File: config.mk
export PLATFORM = sky130hd
export DESIGN_NAME = multibank_access_arbiter_flat
export DESIGN_NICKNAME = d
export VERILOG_FILES = /design/src/rtl/multibank_access_arbiter_if.sv /design/src/rtl/multibank_access_arbiter.sv /design/src/flat_wrapper.sv
export SDC_FILE = /design/constraint.sdc
export NUM_CORES = 1
export LEC_CHECK = 0
export ABC_AREA = 1
export ABC_CLOCK_PERIOD_IN_PS = 1300
export CORE_MARGIN = 8
export CORE_UTILIZATION = 37
export DETAILED_ROUTE_END_ITERATION = 16
export PLACE_DENSITY = 0.79
export SETUP_SLACK_MARGIN = 0.5
export SYNTH_ARGS = -nofsm -noshare
export SYNTH_HDL_FRONTEND = slang
export SYNTH_SLANG_ARGS = --single-unit
File: constraint.sdc
create_clock -name i_clk -period 1.3 [get_ports i_clk]
set_input_delay 0.195 -clock i_clk [delete_from_list [all_inputs] [get_ports i_clk]]
set_output_delay 0.195 -clock i_clk [all_outputs]
set_load 0.02 [all_outputs]
File: src/rtl/multibank_access_arbiter_if.sv
// Requester/bank bus bundle for the 4-bank access arbiter.
// slave = arbiter side; master = requesters plus bank instances.
interface multibank_access_arbiter_if #(
  parameter int ADDR_WIDTH = 6,
  parameter int DATA_WIDTH = 8,
  parameter int CNT_WIDTH  = 8
);
  localparam int BW = ADDR_WIDTH - 2;

  logic                       i_a_req, i_a_we;
  logic [ADDR_WIDTH-1:0]      i_a_addr;
  logic [DATA_WIDTH-1:0]      i_a_wdata;
  logic                       o_a_gnt, o_a_rvalid;
  logic [DATA_WIDTH-1:0]      o_a_rdata;

  logic                       i_b_req, i_b_we;
  logic [ADDR_WIDTH-1:0]      i_b_addr;
  logic [DATA_WIDTH-1:0]      i_b_wdata;
  logic                       o_b_gnt, o_b_rvalid;
  logic [DATA_WIDTH-1:0]      o_b_rdata;

  logic [3:0]                 o_bank_en, o_bank_we;
  logic [3:0][BW-1:0]         o_bank_addr;
  logic [3:0][DATA_WIDTH-1:0] o_bank_wdata;
  logic [3:0][DATA_WIDTH-1:0] i_bank_rdata;
  logic [CNT_WIDTH-1:0]       o_conflict_cnt;

  modport slave (
    input  i_a_req, i_a_we, i_a_addr, i_a_wdata,
    input  i_b_req, i_b_we, i_b_addr, i_b_wdata,
    input  i_bank_rdata,
    output o_a_gnt, o_a_rvalid, o_a_rdata,
    output o_b_gnt, o_b_rvalid, o_b_rdata,
    output o_bank_en, o_bank_we, o_bank_addr, o_bank_wdata, o_conflict_cnt
  );

  modport master (
    output i_a_req, i_a_we, i_a_addr, i_a_wdata,
    output i_b_req, i_b_we, i_b_addr, i_b_wdata,
    output i_bank_rdata,
    input  o_a_gnt, o_a_rvalid, o_a_rdata,
    input  o_b_gnt, o_b_rvalid, o_b_rdata,
    input  o_bank_en, o_bank_we, o_bank_addr, o_bank_wdata, o_conflict_cnt
  );
endinterface

File: src/rtl/multibank_access_arbiter.sv
// Two-requester, four-bank arbiter: parallel grants across banks,
// round-robin on same-bank conflicts, 1-cycle read return.
module multibank_bank_lane #(
  parameter int BW  = 4,
  parameter int DW  = 8,
  parameter int IDX = 0
) (
  input  logic          a_gnt,
  input  logic          a_we,
  input  logic [1:0]    a_bank,
  input  logic [BW-1:0] a_addr,
  input  logic [DW-1:0] a_wdata,
  input  logic          b_gnt,
  input  logic          b_we,
  input  logic [1:0]    b_bank,
  input  logic [BW-1:0] b_addr,
  input  logic [DW-1:0] b_wdata,
  output logic          en,
  output logic          we,
  output logic [BW-1:0] addr,
  output logic [DW-1:0] wdata
);
  logic a_hit, b_hit;
  assign a_hit = a_gnt && (a_bank == 2'(IDX));
  assign b_hit = b_gnt && (b_bank == 2'(IDX));

  // both hitting the same bank is impossible: that case is a conflict
  always_comb begin
    en    = a_hit | b_hit;
    we    = 1'b0;
    addr  = '0;
    wdata = '0;
    if (a_hit) begin
      we = a_we; addr = a_addr; wdata = a_wdata;
    end else if (b_hit) begin
      we = b_we; addr = b_addr; wdata = b_wdata;
    end
  end
endmodule

module multibank_access_arbiter #(
  parameter int ADDR_WIDTH = 6,
  parameter int DATA_WIDTH = 8,
  parameter int CNT_WIDTH  = 8
) (
  input logic                   i_clk,
  input logic                   i_rst,
  multibank_access_arbiter_if.slave bus
);
  localparam int BW        = ADDR_WIDTH - 2;
  localparam int NUM_BANKS = 4;

  logic [1:0]                         a_bank, b_bank;
  logic                               conflict, prio_b, a_gnt, b_gnt;
  logic [NUM_BANKS-1:0]               bank_en, bank_we;
  logic [NUM_BANKS-1:0][BW-1:0]       bank_addr;
  logic [NUM_BANKS-1:0][DATA_WIDTH-1:0] bank_wdata, bank_rdata;
  logic                               a_rv_q, b_rv_q;
  logic [1:0]                         a_rbank_q, b_rbank_q;
  logic [DATA_WIDTH-1:0]              a_hold, b_hold;
  logic [CNT_WIDTH-1:0]               cnt_q;

  assign a_bank   = bus.i_a_addr[ADDR_WIDTH-1 -: 2];
  assign b_bank   = bus.i_b_addr[ADDR_WIDTH-1 -: 2];
  assign conflict = bus.i_a_req && bus.i_b_req && (a_bank == b_bank);
  assign a_gnt    = !i_rst && bus.i_a_req && (!conflict || !prio_b);
  assign b_gnt    = !i_rst && bus.i_b_req && (!conflict ||  prio_b);

  assign bus.o_a_gnt = a_gnt;
  assign bus.o_b_gnt = b_gnt;

  for (genvar n = 0; n < NUM_BANKS; n++) begin : g_lane
    multibank_bank_lane #(.BW(BW), .DW(DATA_WIDTH), .IDX(n)) u_lane (
      .a_gnt  (a_gnt),        .a_we   (bus.i_a_we),
      .a_bank (a_bank),       .a_addr (bus.i_a_addr[BW-1:0]),
      .a_wdata(bus.i_a_wdata),
      .b_gnt  (b_gnt),        .b_we   (bus.i_b_we),
      .b_bank (b_bank),       .b_addr (bus.i_b_addr[BW-1:0]),
      .b_wdata(bus.i_b_wdata),
      .en     (bank_en[n]),   .we     (bank_we[n]),
      .addr   (bank_addr[n]), .wdata  (bank_wdata[n])
    );
  end

  assign bus.o_bank_en    = bank_en;
  assign bus.o_bank_we    = bank_we;
  assign bus.o_bank_addr  = bank_addr;
  assign bus.o_bank_wdata = bank_wdata;
  assign bank_rdata       = bus.i_bank_rdata;

  // a pending pulse is dropped as soon as reset is seen
  assign bus.o_a_rvalid = a_rv_q && !i_rst;
  assign bus.o_b_rvalid = b_rv_q && !i_rst;
  assign bus.o_a_rdata  = bus.o_a_rvalid ? bank_rdata[a_rbank_q] : a_hold;
  assign bus.o_b_rdata  = bus.o_b_rvalid ? bank_rdata[b_rbank_q] : b_hold;
  assign bus.o_conflict_cnt = cnt_q;

  always_ff @(posedge i_clk) begin
    if (i_rst) begin
      prio_b    <= 1'b0;
      cnt_q     <= '0;
      a_rv_q    <= 1'b0;
      b_rv_q    <= 1'b0;
      a_rbank_q <= '0;
      b_rbank_q <= '0;
      a_hold    <= '0;
      b_hold    <= '0;
    end else begin
      if (conflict) begin
        prio_b <= !prio_b;
        if (cnt_q != '1) cnt_q <= cnt_q + 1'b1;
      end
      a_rv_q <= a_gnt && !bus.i_a_we;
      b_rv_q <= b_gnt && !bus.i_b_we;
      if (a_gnt && !bus.i_a_we) a_rbank_q <= a_bank;
      if (b_gnt && !bus.i_b_we) b_rbank_q <= b_bank;
      a_hold <= bus.o_a_rdata;
      b_hold <= bus.o_b_rdata;
    end
  end
endmodule
File: src/flat_wrapper.sv
// flat-port wrapper written by rule: the top's interface ports become plain ports
module multibank_access_arbiter_flat 
#(
  parameter int ADDR_WIDTH = 6,
  parameter int DATA_WIDTH = 8,
  parameter int CNT_WIDTH  = 8
)
  (i_clk, i_rst, bus_i_a_req, bus_i_a_we, bus_i_a_addr, bus_i_a_wdata, bus_i_b_req, bus_i_b_we, bus_i_b_addr, bus_i_b_wdata, bus_i_bank_rdata, bus_o_a_gnt, bus_o_a_rvalid, bus_o_a_rdata, bus_o_b_gnt, bus_o_b_rvalid, bus_o_b_rdata, bus_o_bank_en, bus_o_bank_we, bus_o_bank_addr, bus_o_bank_wdata, bus_o_conflict_cnt);
  multibank_access_arbiter_if #(.ADDR_WIDTH(ADDR_WIDTH), .DATA_WIDTH(DATA_WIDTH), .CNT_WIDTH(CNT_WIDTH)) bus_i ();
  input logic i_clk;
  input logic i_rst;
  input wire logic [$bits(bus_i.i_a_req)-1:0] bus_i_a_req;
  input wire logic [$bits(bus_i.i_a_we)-1:0] bus_i_a_we;
  input wire logic [$bits(bus_i.i_a_addr)-1:0] bus_i_a_addr;
  input wire logic [$bits(bus_i.i_a_wdata)-1:0] bus_i_a_wdata;
  input wire logic [$bits(bus_i.i_b_req)-1:0] bus_i_b_req;
  input wire logic [$bits(bus_i.i_b_we)-1:0] bus_i_b_we;
  input wire logic [$bits(bus_i.i_b_addr)-1:0] bus_i_b_addr;
  input wire logic [$bits(bus_i.i_b_wdata)-1:0] bus_i_b_wdata;
  input wire logic [$bits(bus_i.i_bank_rdata)-1:0] bus_i_bank_rdata;
  output wire logic [$bits(bus_i.o_a_gnt)-1:0] bus_o_a_gnt;
  output wire logic [$bits(bus_i.o_a_rvalid)-1:0] bus_o_a_rvalid;
  output wire logic [$bits(bus_i.o_a_rdata)-1:0] bus_o_a_rdata;
  output wire logic [$bits(bus_i.o_b_gnt)-1:0] bus_o_b_gnt;
  output wire logic [$bits(bus_i.o_b_rvalid)-1:0] bus_o_b_rvalid;
  output wire logic [$bits(bus_i.o_b_rdata)-1:0] bus_o_b_rdata;
  output wire logic [$bits(bus_i.o_bank_en)-1:0] bus_o_bank_en;
  output wire logic [$bits(bus_i.o_bank_we)-1:0] bus_o_bank_we;
  output wire logic [$bits(bus_i.o_bank_addr)-1:0] bus_o_bank_addr;
  output wire logic [$bits(bus_i.o_bank_wdata)-1:0] bus_o_bank_wdata;
  output wire logic [$bits(bus_i.o_conflict_cnt)-1:0] bus_o_conflict_cnt;
  assign bus_i.i_a_req = bus_i_a_req;
  assign bus_i.i_a_we = bus_i_a_we;
  assign bus_i.i_a_addr = bus_i_a_addr;
  assign bus_i.i_a_wdata = bus_i_a_wdata;
  assign bus_i.i_b_req = bus_i_b_req;
  assign bus_i.i_b_we = bus_i_b_we;
  assign bus_i.i_b_addr = bus_i_b_addr;
  assign bus_i.i_b_wdata = bus_i_b_wdata;
  assign bus_i.i_bank_rdata = bus_i_bank_rdata;
  assign bus_o_a_gnt = bus_i.o_a_gnt;
  assign bus_o_a_rvalid = bus_i.o_a_rvalid;
  assign bus_o_a_rdata = bus_i.o_a_rdata;
  assign bus_o_b_gnt = bus_i.o_b_gnt;
  assign bus_o_b_rvalid = bus_i.o_b_rvalid;
  assign bus_o_b_rdata = bus_i.o_b_rdata;
  assign bus_o_bank_en = bus_i.o_bank_en;
  assign bus_o_bank_we = bus_i.o_bank_we;
  assign bus_o_bank_addr = bus_i.o_bank_addr;
  assign bus_o_bank_wdata = bus_i.o_bank_wdata;
  assign bus_o_conflict_cnt = bus_i.o_conflict_cnt;
  multibank_access_arbiter #(.ADDR_WIDTH(ADDR_WIDTH), .DATA_WIDTH(DATA_WIDTH), .CNT_WIDTH(CNT_WIDTH)) u_core (.i_clk(i_clk), .i_rst(i_rst), .bus(bus_i));
endmodule
==> results of run 1 <==
==> per-stage QoR <==
step	util	std cells	hold slack (ns)	TNS, ns	worst slack, ns
3_3_place_gp	0.689	798	0.460	-105.16	-1.28
3_5_place_dp	0.689	798	0.467	-110.57	-1.41
4_1_cts	0.848	859	0.300	-28.58	-0.424
2_1_floorplan	-	510	0.398	-0.185	-0.0240
==> cell families after synthesis <==
kind of cell	share of synthesized area
compound gates	0.163
xor+xnor	0.0121
fa+ha+maj	0.00431
buf+inv	0.140
flops	0.214
simple gates	0.467
==> timing repair <==
item / 4_1_cts
hold buffers: 0
resized for setup: 671
setup endpoints to repair: 115
gates cloned: 8
pin swaps: 59
buffers inserted: 45
hold endpoints to repair: 0
==> reports/qor.log, run 1 <==
[placement] post-detailed-placement half-perimeter wirelength 10300 microns
[placement] routability cong. 0.871
[clock_tree] CTS H-tree depth 2
[timing] worst endpoint from the post-global-route timing repair bus_o_a_rdata[4]
[synth] leading post-synthesis cells by instance count sky130_fd_sc_hd__nand2_1 (166), sky130_fd_sc_hd__nand3_1 (89), sky130_fd_sc_hd__a21oi_1 (40)
[clock_tree] clock buffers created by TritonCTS 5
[synth] cell with the most instances after synthesis sky130_fd_sc_hd__nand2_1
[run_status] Stopped at global routing (5_1_grt)
[synth] post-synthesis average cell area 5.69 sq um
[synth] netlist area before placement 0.00290 sq mm
[synth] largest area contributor in the netlist sky130_fd_sc_hd__nand2_1
[synth] most area-consuming cells after synthesis sky130_fd_sc_hd__nand2_1 (21%), sky130_fd_sc_hd__dfxtp_1 (21%), sky130_fd_sc_hd__nand3_1 (15%)
[floorplanning] Core Rows 32
[synth] Seq cells post-synth 31
[synth] fraction of post-synthesis cell area in the top cell type by area 0.215
[clock_tree] clk buf depth 2
[run_status] first reported error [ERROR DPL-0038] Utilization greater than 100%, impossible to legalize
[synth] synth warn 0
[floorplanning] starting density of the core 0.379
[synth] Syn Inst Count 510
[placement] Port Buf Inserts 149
[floorplanning] width of the die 105 microns
[synth] unique cell type count in the Yosys netlist 29
[placement] cell area after placement 0.00527 sq mm
[run_status] outcome did not finish
[clock_tree] library cell used as clock root buffer sky130_fd_sc_hd__clkbuf_8
[synth] number of enable-type register cells in the synthesized netlist 0
[timing] type of the worst endpoint after the last repair output port
[synth] asr flop ratio synth 0
[floorplanning] io pins 150
[clock_tree] total clock sinks 31
[synth] most instantiated flip-flop cell in the synthesis netlist sky130_fd_sc_hd__dfxtp_1
[floorplanning] Die Y-Extent 105 microns
[grt] maximum number of pins on one net before global-route repair 23
[synth] net count after synthesis 577
[synth] sequential cell area fraction in the yosys report 0.214
==> inputs of run 2 (changes only) <==
--- a/config.mk
+++ b/config.mk
@@ -6,12 +6,11 @@
 export NUM_CORES = 1
 export LEC_CHECK = 0
 export ABC_AREA = 1
-export ABC_CLOCK_PERIOD_IN_PS = 1300
+export ABC_CLOCK_PERIOD_IN_PS = 1700
 export CORE_MARGIN = 8
 export CORE_UTILIZATION = 37
 export DETAILED_ROUTE_END_ITERATION = 16
-export PLACE_DENSITY = 0.79
-export SETUP_SLACK_MARGIN = 0.5
+export PLACE_DENSITY_LB_ADDON = 0.15
 export SYNTH_ARGS = -nofsm -noshare
 export SYNTH_HDL_FRONTEND = slang
 export SYNTH_SLANG_ARGS = --single-unit
==> constraint.sdc (replaced) <==
create_clock -name i_clk -period 1.7 [get_ports i_clk]
set_input_delay 0.255 -clock i_clk [delete_from_list [all_inputs] [get_ports i_clk]]
set_output_delay 0.255 -clock i_clk [all_outputs]
set_load 0.02 [all_outputs]
==> reports/qor.log, run 2 <==
[run_status] outcome finished, violations left
[run_status] violated checks negative setup slack
[synth] largest area contributor in the netlist sky130_fd_sc_hd__nand2_1
[floorplanning] Core Rows 32 [unchanged]
[layout] net count reported at finish 783
[worst_hold_path] Min-Delay Startpoint bus_i_b_addr[4]
[power] power after layout 0.00250 W
[detailed_routing] Residual DRC 0
[clock_tree] CTS tree built
[clock_tree] clock edge transition at the registers on the reported setup and hold paths 0.06 ns
[layout] Reg area 637 sq um
[timing] setup total negative slack -0.0188 ns
[setup_path] Critical path origin u_core.b_rbank_q[0]$_SDFFE_PP0P_
[layout] most common library cell in the layout ignoring fill and taps sky130_fd_sc_hd__nand2_1
[placement] post-detailed-placement half-perimeter wirelength 8770 microns [-15%]
[placement] cell area after placement 0.00473 sq mm [-10%]
[layout] layout cell share with drive strength beyond 1 0.360
[detailed_routing] detail-routed via count per cell 5.15
[timing] Final Hold Violating Endpoints 0
[clock_tree] CTS H-tree depth 2 [unchanged]
[timing] RSZ-0062 raised after global routing true
[timing] Fmax achieved 0.582 GHz
[synth] number of enable-type register cells in the synthesized netlist 0 [unchanged]
[detailed_routing] routed length per placed instance 15.4 microns
[synth] most area-consuming cells after synthesis sky130_fd_sc_hd__nand2_1 (21%), sky130_fd_sc_hd__dfxtp_1 (21%), sky130_fd_sc_hd__nand3_1 (15%)
[synth] fraction of post-synthesis cell area in the top cell type by area 0.215 [unchanged]
[clock_tree] total clock sinks 31 [unchanged]
[placement] routability cong. 0.836 [-4.0%]
[floorplanning] Total Die Area 0.0109 sq mm
[grt] number of antenna violations at the first check in global routing 0
[synth] netlist area before placement 0.00290 sq mm [unchanged]
[setup_path] WS Path Type reg2out
[floorplanning] Die Y-Extent 105 microns [unchanged]
[power] Leakage Power 2.61 nW
[floorplanning] width of the die 105 microns [unchanged]
[synth] Seq cells post-synth 31 [unchanged]
[job] # Max-Cap Violations 0
[timing] fin crit share 1.01
[timing] final worst clock skew 0.00773 ns
[synth] net count after synthesis 577 [unchanged]
[setup_path] Worst Path Arrival 1.46 ns
[grt] maximum number of pins on one net before global-route repair 44
[power] power density of the placed cells 460 mW/mm^2
[floorplanning] Core ar. 0.00765 sq mm
[placement] Port Buf Inserts 149 [unchanged]
[grt] total congestion overflow 0
[clock_tree] clock buffers created by TritonCTS 5 [unchanged]
[synth] cell with the most instances after synthesis sky130_fd_sc_hd__nand2_1
[timing] final setup fails 1
[floorplanning] io pins 150 [unchanged]
[floorplanning] starting density of the core 0.379 [unchanged]
[grt] first-pass GRT wire length 19400 microns
[setup_path] maximum net fanout on the critical path 6
[grt] global router's overall resource usage 0.209
[synth] unique cell type count in the Yosys netlist 29 [unchanged]
[layout] area growth from synthesis to final layout 87.3%
[clock_tree] library cell used as clock root buffer sky130_fd_sc_hd__clkbuf_8
[setup_path] source of the worst register-to-register timing path u_core.b_rbank_q[0]$_SDFFE_PP0P_
[synth] Syn Inst Count 510 [unchanged]
[timing] slew of the pin with the lowest slew margin 0.290 ns
[synth] post-synthesis average cell area 5.69 sq um [unchanged]
[setup_path] required time of the critical path 1.44 ns
[setup_path] Critical Path End Type primary output
[detailed_routing] number of search-and-repair iterations in the first detailed-routing pass 5
[clock_tree] worst skew pair latency 0.28 ns
[detailed_routing] DR iter-0 viols 226
[layout] post-layout instance area 0.00543 sq mm
[detailed_routing] remaining antenna violation count 0
[detailed_routing] vias post-DR 4220
[synth] synth warn 0 [unchanged]
[timing] number of slew-limit violations in the final report 0
[synth] most instantiated flip-flop cell in the synthesis netlist sky130_fd_sc_hd__dfxtp_1
[layout] final standard cell utilization of the core 0.711
[timing] Worst slew margin 0.805
[detailed_routing] total wirelength of the detailed-routed design 12600 microns
[clock_tree] clk buf depth 2 [unchanged]
[layout] # diodes 0
[setup_path] category of the worst setup path launch point flip-flop
[synth] asr flop ratio synth 0 [unchanged]
[layout] filler cell count 666
[worst_hold_path] worst min-delay path class in2reg
[grt] via count of the first global-routing pass 3925
[layout] number of standard cells in the layout, taps in and fillers out 819
[power] maximum vdd drop 0.424 mV
[synth] sequential cell area fraction in the yosys report 0.214 [unchanged]
[timing] final critical delay including setup and external delays 1.72 ns
[synth] leading post-synthesis cells by instance count sky130_fd_sc_hd__nand2_1 (166), sky130_fd_sc_hd__nand3_1 (89), sky130_fd_sc_hd__a21oi_1 (40)
[clock_tree] number of buffers inserted by hold repair at cts 0 [unchanged]
[layout] commonest cells after routing, fill and taps aside sky130_fd_sc_hd__nand2_1 (137), sky130_fd_sc_hd__buf_4 (75), sky130_fd_sc_hd__nand3_1 (74)
[placement] count of placed standard cells including taps 783 [-1.9%]
[timing] least setup slack across all paths after layout -0.0188 ns
[layout] area of the multi-input gates 0.00215 sq mm
## run 2: worst max-delay path, cell delays in order (launching register included)
cell,delay (ns)
sky130_fd_sc_hd__dfxtp_4,0.38
sky130_fd_sc_hd__buf_8,0.14
sky130_fd_sc_hd__o21ai_0,0.27
sky130_fd_sc_hd__o21ai_2,0.12
sky130_fd_sc_hd__nand2_2,0.09
sky130_fd_sc_hd__nand2_2,0.07
sky130_fd_sc_hd__buf_6,0.13
## run 2: final timing paths
check | slack (ns) | endpoint | cells past startpoint
worst max-delay path | -0.02 | bus_o_b_rdata[1] | 6
worst min-delay path | 0.47 | u_core.b_rbank_q[0]$_SDFFE_PP0P_ | 6
worst max register to register | 0.09 | u_core.b_hold[1]$_SDFF_PP0_ | 9
worst min register to register | 0.47 | u_core.b_hold[7]$_SDFF_PP0_ | 2
## run 2: cells by family (layout without fill, tap and decap cells)
logic type / count (synthesis) / count (layout) / share of synthesized area
simple gates: 306 / 306 / 0.467
compound gates: 92 / 92 / 0.163
buf+inv: 76 / 283 / 0.140
flops: 31 / 31 / 0.214
xor+xnor: 4 / 4 / 0.0121
fa+ha+maj: 1 / 1 / 0.00431
## run 2: final cells by class
class / count / share of cell area
tap: 102 / 0.0235
sequential: 31 / 0.117
clock inverter: 2 / 0.00645
clock buffer: 6 / 0.0152
inverter: 40 / 0.0378
multi-input combinational: 403 / 0.395
timing repair inverter: 5 / 0.0131
timing repair buffer: 230 / 0.392
## run 2: per-layer routing
| layer | global-route usage | part of all wire | up-vias |
|---|---|---|---|
| met5 | 0 | 0 | - |
| met4 | 0.0641 | 0.027 | 0 |
| met3 | 0.0467 | 0.072 | 30 |
| met2 | 0.352 | 0.49 | 198 |
| met1 | 0.257 | 0.41 | 1902 |
| li1 | - | - | 2090 |
## run 2: through the flow
stage               hold slack, ns  worst slack [ns]
global placement             0.458            -0.878
CTS                          0.471          -0.00685
detailed placement           0.468            -0.923
finish                       0.468           -0.0188
global route                 0.494            -0.135
floorplan                    0.452            0.0923
## run 2: where the power goes
part / switching, W / internal, W / total, W
Sequential: 0.0000182 / 0.000743 / 0.000761
Combinational: 0.000527 / 0.000457 / 0.000983
Clock: 0.000281 / 0.000474 / 0.000755
Total: 0.000826 / 0.00167 / 0.00250
## run 2: timing repair
item / in CTS / in global routing
pin swaps: 13 / 36
setup endpoints to repair: 76 / 73
gates cloned: 3 / 3
resized for setup: 397 / 153
buffers inserted: 10 / 12
Power figures use the tool's default switching activity.
==> inputs of run 3 (changes only) <==
--- a/config.mk
+++ b/config.mk
@@ -11,6 +11,7 @@
 export CORE_UTILIZATION = 37
 export DETAILED_ROUTE_END_ITERATION = 16
 export PLACE_DENSITY_LB_ADDON = 0.15
+export SKIP_LAST_GASP = 1
 export SYNTH_ARGS = -nofsm -noshare
 export SYNTH_HDL_FRONTEND = slang
 export SYNTH_SLANG_ARGS = --single-unit
==> reports/qor.log, run 3 (same netlist as run 2, synthesis figures left out) <==
[setup_path] category of the worst setup path launch point flip-flop
[power] Internal Power 0.00166 W [-0.60%]
[setup_path] buffer and inverter count on the worst path 2 [unchanged]
[detailed_routing] number of search-and-repair iterations in the first detailed-routing pass 5 [unchanged]
[setup_path] required time of the critical path 1.44 ns [about the same]
[clock_tree] worst skew pair latency 0.28 ns [about the same]
[run_status] violated checks negative setup slack
[grt] via count of the first global-routing pass 3925 [unchanged]
[clock_tree] CTS tree built
[worst_hold_path] worst min-delay path class in2reg
[grt] number of antenna violations at the first check in global routing 0 [unchanged]
[layout] most common library cell in the layout ignoring fill and taps sky130_fd_sc_hd__nand2_1
[power] net switching power figure 0.000813 W [-1.6%]
[clock_tree] clock buffers created by TritonCTS 5 [unchanged]
[setup_path] Critical Path End Type primary output
[timing] slew of the pin with the lowest slew margin 0.291 ns [+0.000967 ns]
[setup_path] maximum single-stage delay on the critical path 0.38 ns [about the same]
[timing] final setup fails 3 [+2]
[grt] first-pass GRT wire length 19400 microns [unchanged]
[grt] total congestion overflow 0 [unchanged]
[floorplanning] width of the die 105 microns [unchanged]
[clock_tree] CTS H-tree depth 2 [unchanged]
[grt] maximum number of pins on one net before global-route repair 44 [unchanged]
[clock_tree] clock edge transition at the registers on the reported setup and hold paths 0.06 ns [about the same]
[layout] # diodes 0 [unchanged]
[floorplanning] Core Rows 32 [unchanged]
[placement] post-detailed-placement half-perimeter wirelength 8770 microns [unchanged]
[setup_path] WS Path Type reg2out
[timing] RSZ-0062 raised after global routing true
[clock_tree] clk buf depth 2 [unchanged]
[layout] commonest cells after routing, fill and taps aside sky130_fd_sc_hd__nand2_1 (144), sky130_fd_sc_hd__buf_4 (88), sky130_fd_sc_hd__nand3_1 (79)
[floorplanning] Total Die Area 0.0109 sq mm [unchanged]
[power] power density of the placed cells 465 mW/mm^2 [+1.2%]
[clock_tree] number of buffers inserted by hold repair at cts 0 [unchanged]
[detailed_routing] vias post-DR 4219 [-0.024%]
[layout] final standard cell utilization of the core 0.696 [-0.0147]
[placement] cell area after placement 0.00473 sq mm [unchanged]
[power] Leakage Power 2.60 nW [-0.56%]
[grt] global router's overall resource usage 0.209 [unchanged]
[floorplanning] Core ar. 0.00765 sq mm [unchanged]
[timing] least setup slack across all paths after layout -0.0217 ns [-0.00289 ns]
[detailed_routing] total wirelength of the detailed-routed design 12700 microns [+0.53%]
[setup_path] maximum net fanout on the critical path 6 [unchanged]
[layout] area growth from synthesis to final layout 83.4%
[timing] Fmax achieved 0.581 GHz [-0.17%]
[run_status] outcome finished, violations left
[power] proportion of power drawn by flip-flops and latches 0.307 [+0.003]
[layout] post-layout instance area 0.00532 sq mm [-2.1%]
[timing] Worst slew margin 0.804 [about the same]
[setup_path] library cell appearing most often on the critical path sky130_fd_sc_hd__nand2_2
[layout] filler cell count 691 [+3.8%]
[detailed_routing] routed length per placed instance 15.5 microns [+0.65%]
[timing] number of slew-limit violations in the final report 0 [unchanged]
[detailed_routing] remaining antenna violation count 0 [unchanged]
[layout] net count reported at finish 782 [-0.13%]
[power] Net Sw Frac 0.328 [-0.00213]
[timing] final worst clock skew 0.00721 ns [-0.000515 ns]
[detailed_routing] detail-routed via count per cell 5.16 [about the same]
[timing] Final Hold Violating Endpoints 0 [unchanged]
[detailed_routing] DR iter-0 viols 210 [-7.1%]
[setup_path] top cell family by delay on the critical path compound AO/OA/AOI/OAI gates
[floorplanning] io pins 150 [unchanged]
[clock_tree] library cell used as clock root buffer sky130_fd_sc_hd__clkbuf_8
[timing] fin crit share 1.01 [+0.00170]
[setup_path] sequence of cells on the critical path buf_8, o21ai_0, o21ai_2, nand2_2, nand2_2, buf_6
[floorplanning] Die Y-Extent 105 microns [unchanged]
[timing] final critical delay including setup and external delays 1.72 ns [+0.00289 ns]
[setup_path] Critical-path top delay cell sky130_fd_sc_hd__dfxtp_4
[detailed_routing] Residual DRC 0 [unchanged]
[power] Gate power share 0.391 [-0.002]
[placement] routability cong. 0.836 [unchanged]
[power] maximum vdd drop 0.426 mV [+0.36%]
[power] part of the power in the clock network 0.302 [about the same]
[floorplanning] starting density of the core 0.379 [unchanged]
[clock_tree] total clock sinks 31 [unchanged]
[layout] layout cell share with drive strength beyond 1 0.341 [-0.0191]
[placement] Port Buf Inserts 149 [unchanged]
[setup_path] Worst Path Arrival 1.47 ns [about the same]
[job] # Max-Cap Violations 0 [unchanged]
[timing] Hold Slack 0.471 ns [+0.00320 ns]
run 3: cell count changes in the layout (fill, tap and decap cells not counted), sizes merged:
| cell | previous run | this run |
|---|---|---|
| buf | 158 | 157 |
run 3: path summary, 6_finish.rpt:
path | from | endpoint | slack [ns] | cells past startpoint
hold reg to reg | u_core.b_hold[7]$_SDFF_PP0_ | u_core.b_hold[7]$_SDFF_PP0_ | 0.47 | 2
setup / recovery | u_core.b_rbank_q[0]$_SDFFE_PP0P_ | bus_o_b_rdata[1] | -0.02 | 6
hold / removal | bus_i_b_addr[4] | u_core.b_rbank_q[0]$_SDFFE_PP0P_ | 0.47 | 6
setup reg to reg | u_core.b_rbank_q[0]$_SDFFE_PP0P_ | u_core.b_hold[1]$_SDFF_PP0_ | 0.09 | 9
run 3: repair_timing:
| item | 4_1_cts | 5_1_grt |
|---|---|---|
| gates resized for setup | 394 | 127 |
| buffers inserted | 10 | 11 |
| cloned | 3 | 3 |
| setup endpoints to repair | 76 | 73 |
| pin swaps | 13 | 34 |
run 3: tightest hold or removal path, stage by stage:
cell	delay, ns
sky130_fd_sc_hd__buf_6	0.10
sky130_fd_sc_hd__inv_2	0.06
sky130_fd_sc_hd__buf_4	0.11
sky130_fd_sc_hd__nand4_1	0.08
sky130_fd_sc_hd__nand2_1	0.07
sky130_fd_sc_hd__nor2_1	0.04
run 3: final cells by class:
type	count	area, sq um	share of cell area
clock buffers	6	82.6	0.0155
clock inverters	2	35.0	0.00658
inverters	40	205	0.0386
multi-input cells	403	2100	0.395
flip-flops and latches	31	637	0.120
well taps	102	128	0.0240
repair buffers	229	2060	0.388
repair inverters	5	71.3	0.0134
run 3: power by group through the flow:
| stage | Sequential, W | Clock (W) | Combinational, W |
|---|---|---|---|
| 2_1_floorplan | 0.000771 | 0 | 0.000393 |
| 3_3_place_gp | 0.000778 | 0 | 0.000818 |
| 3_5_place_dp | 0.000779 | 0 | 0.000828 |
| 4_1_cts | 0.000763 | 0.000769 | 0.000854 |
| 5_1_grt | 0.000763 | 0.000811 | 0.00104 |
| 6_report | 0.000761 | 0.000747 | 0.000969 |
run 3: metal layers:
metal | track usage | routed length [microns] | vias up
li1 | - | - | 2087
met1 | 0.257 | 5280 | 1926
met2 | 0.352 | 6240 | 178
met3 | 0.0467 | 879 | 28
met4 | 0.0641 | 278 | 0
met5 | 0 | 0 | -
run 3: stage by stage:
step / TNS, ns / power [W] / std cells / worst slack (ns)
6_report: -0.0445 / 0.00248 / 818 / -0.0217
5_1_grt: -2.06 / 0.00261 / 818 / -0.135
4_1_cts: -0.0514 / 0.00239 / 804 / -0.0445
3_5_place_dp: -64.30 / 0.00161 / 783 / -0.923
3_3_place_gp: -60.86 / 0.00160 / 783 / -0.878
2_1_floorplan: 0 / 0.00116 / 510 / 0.0923
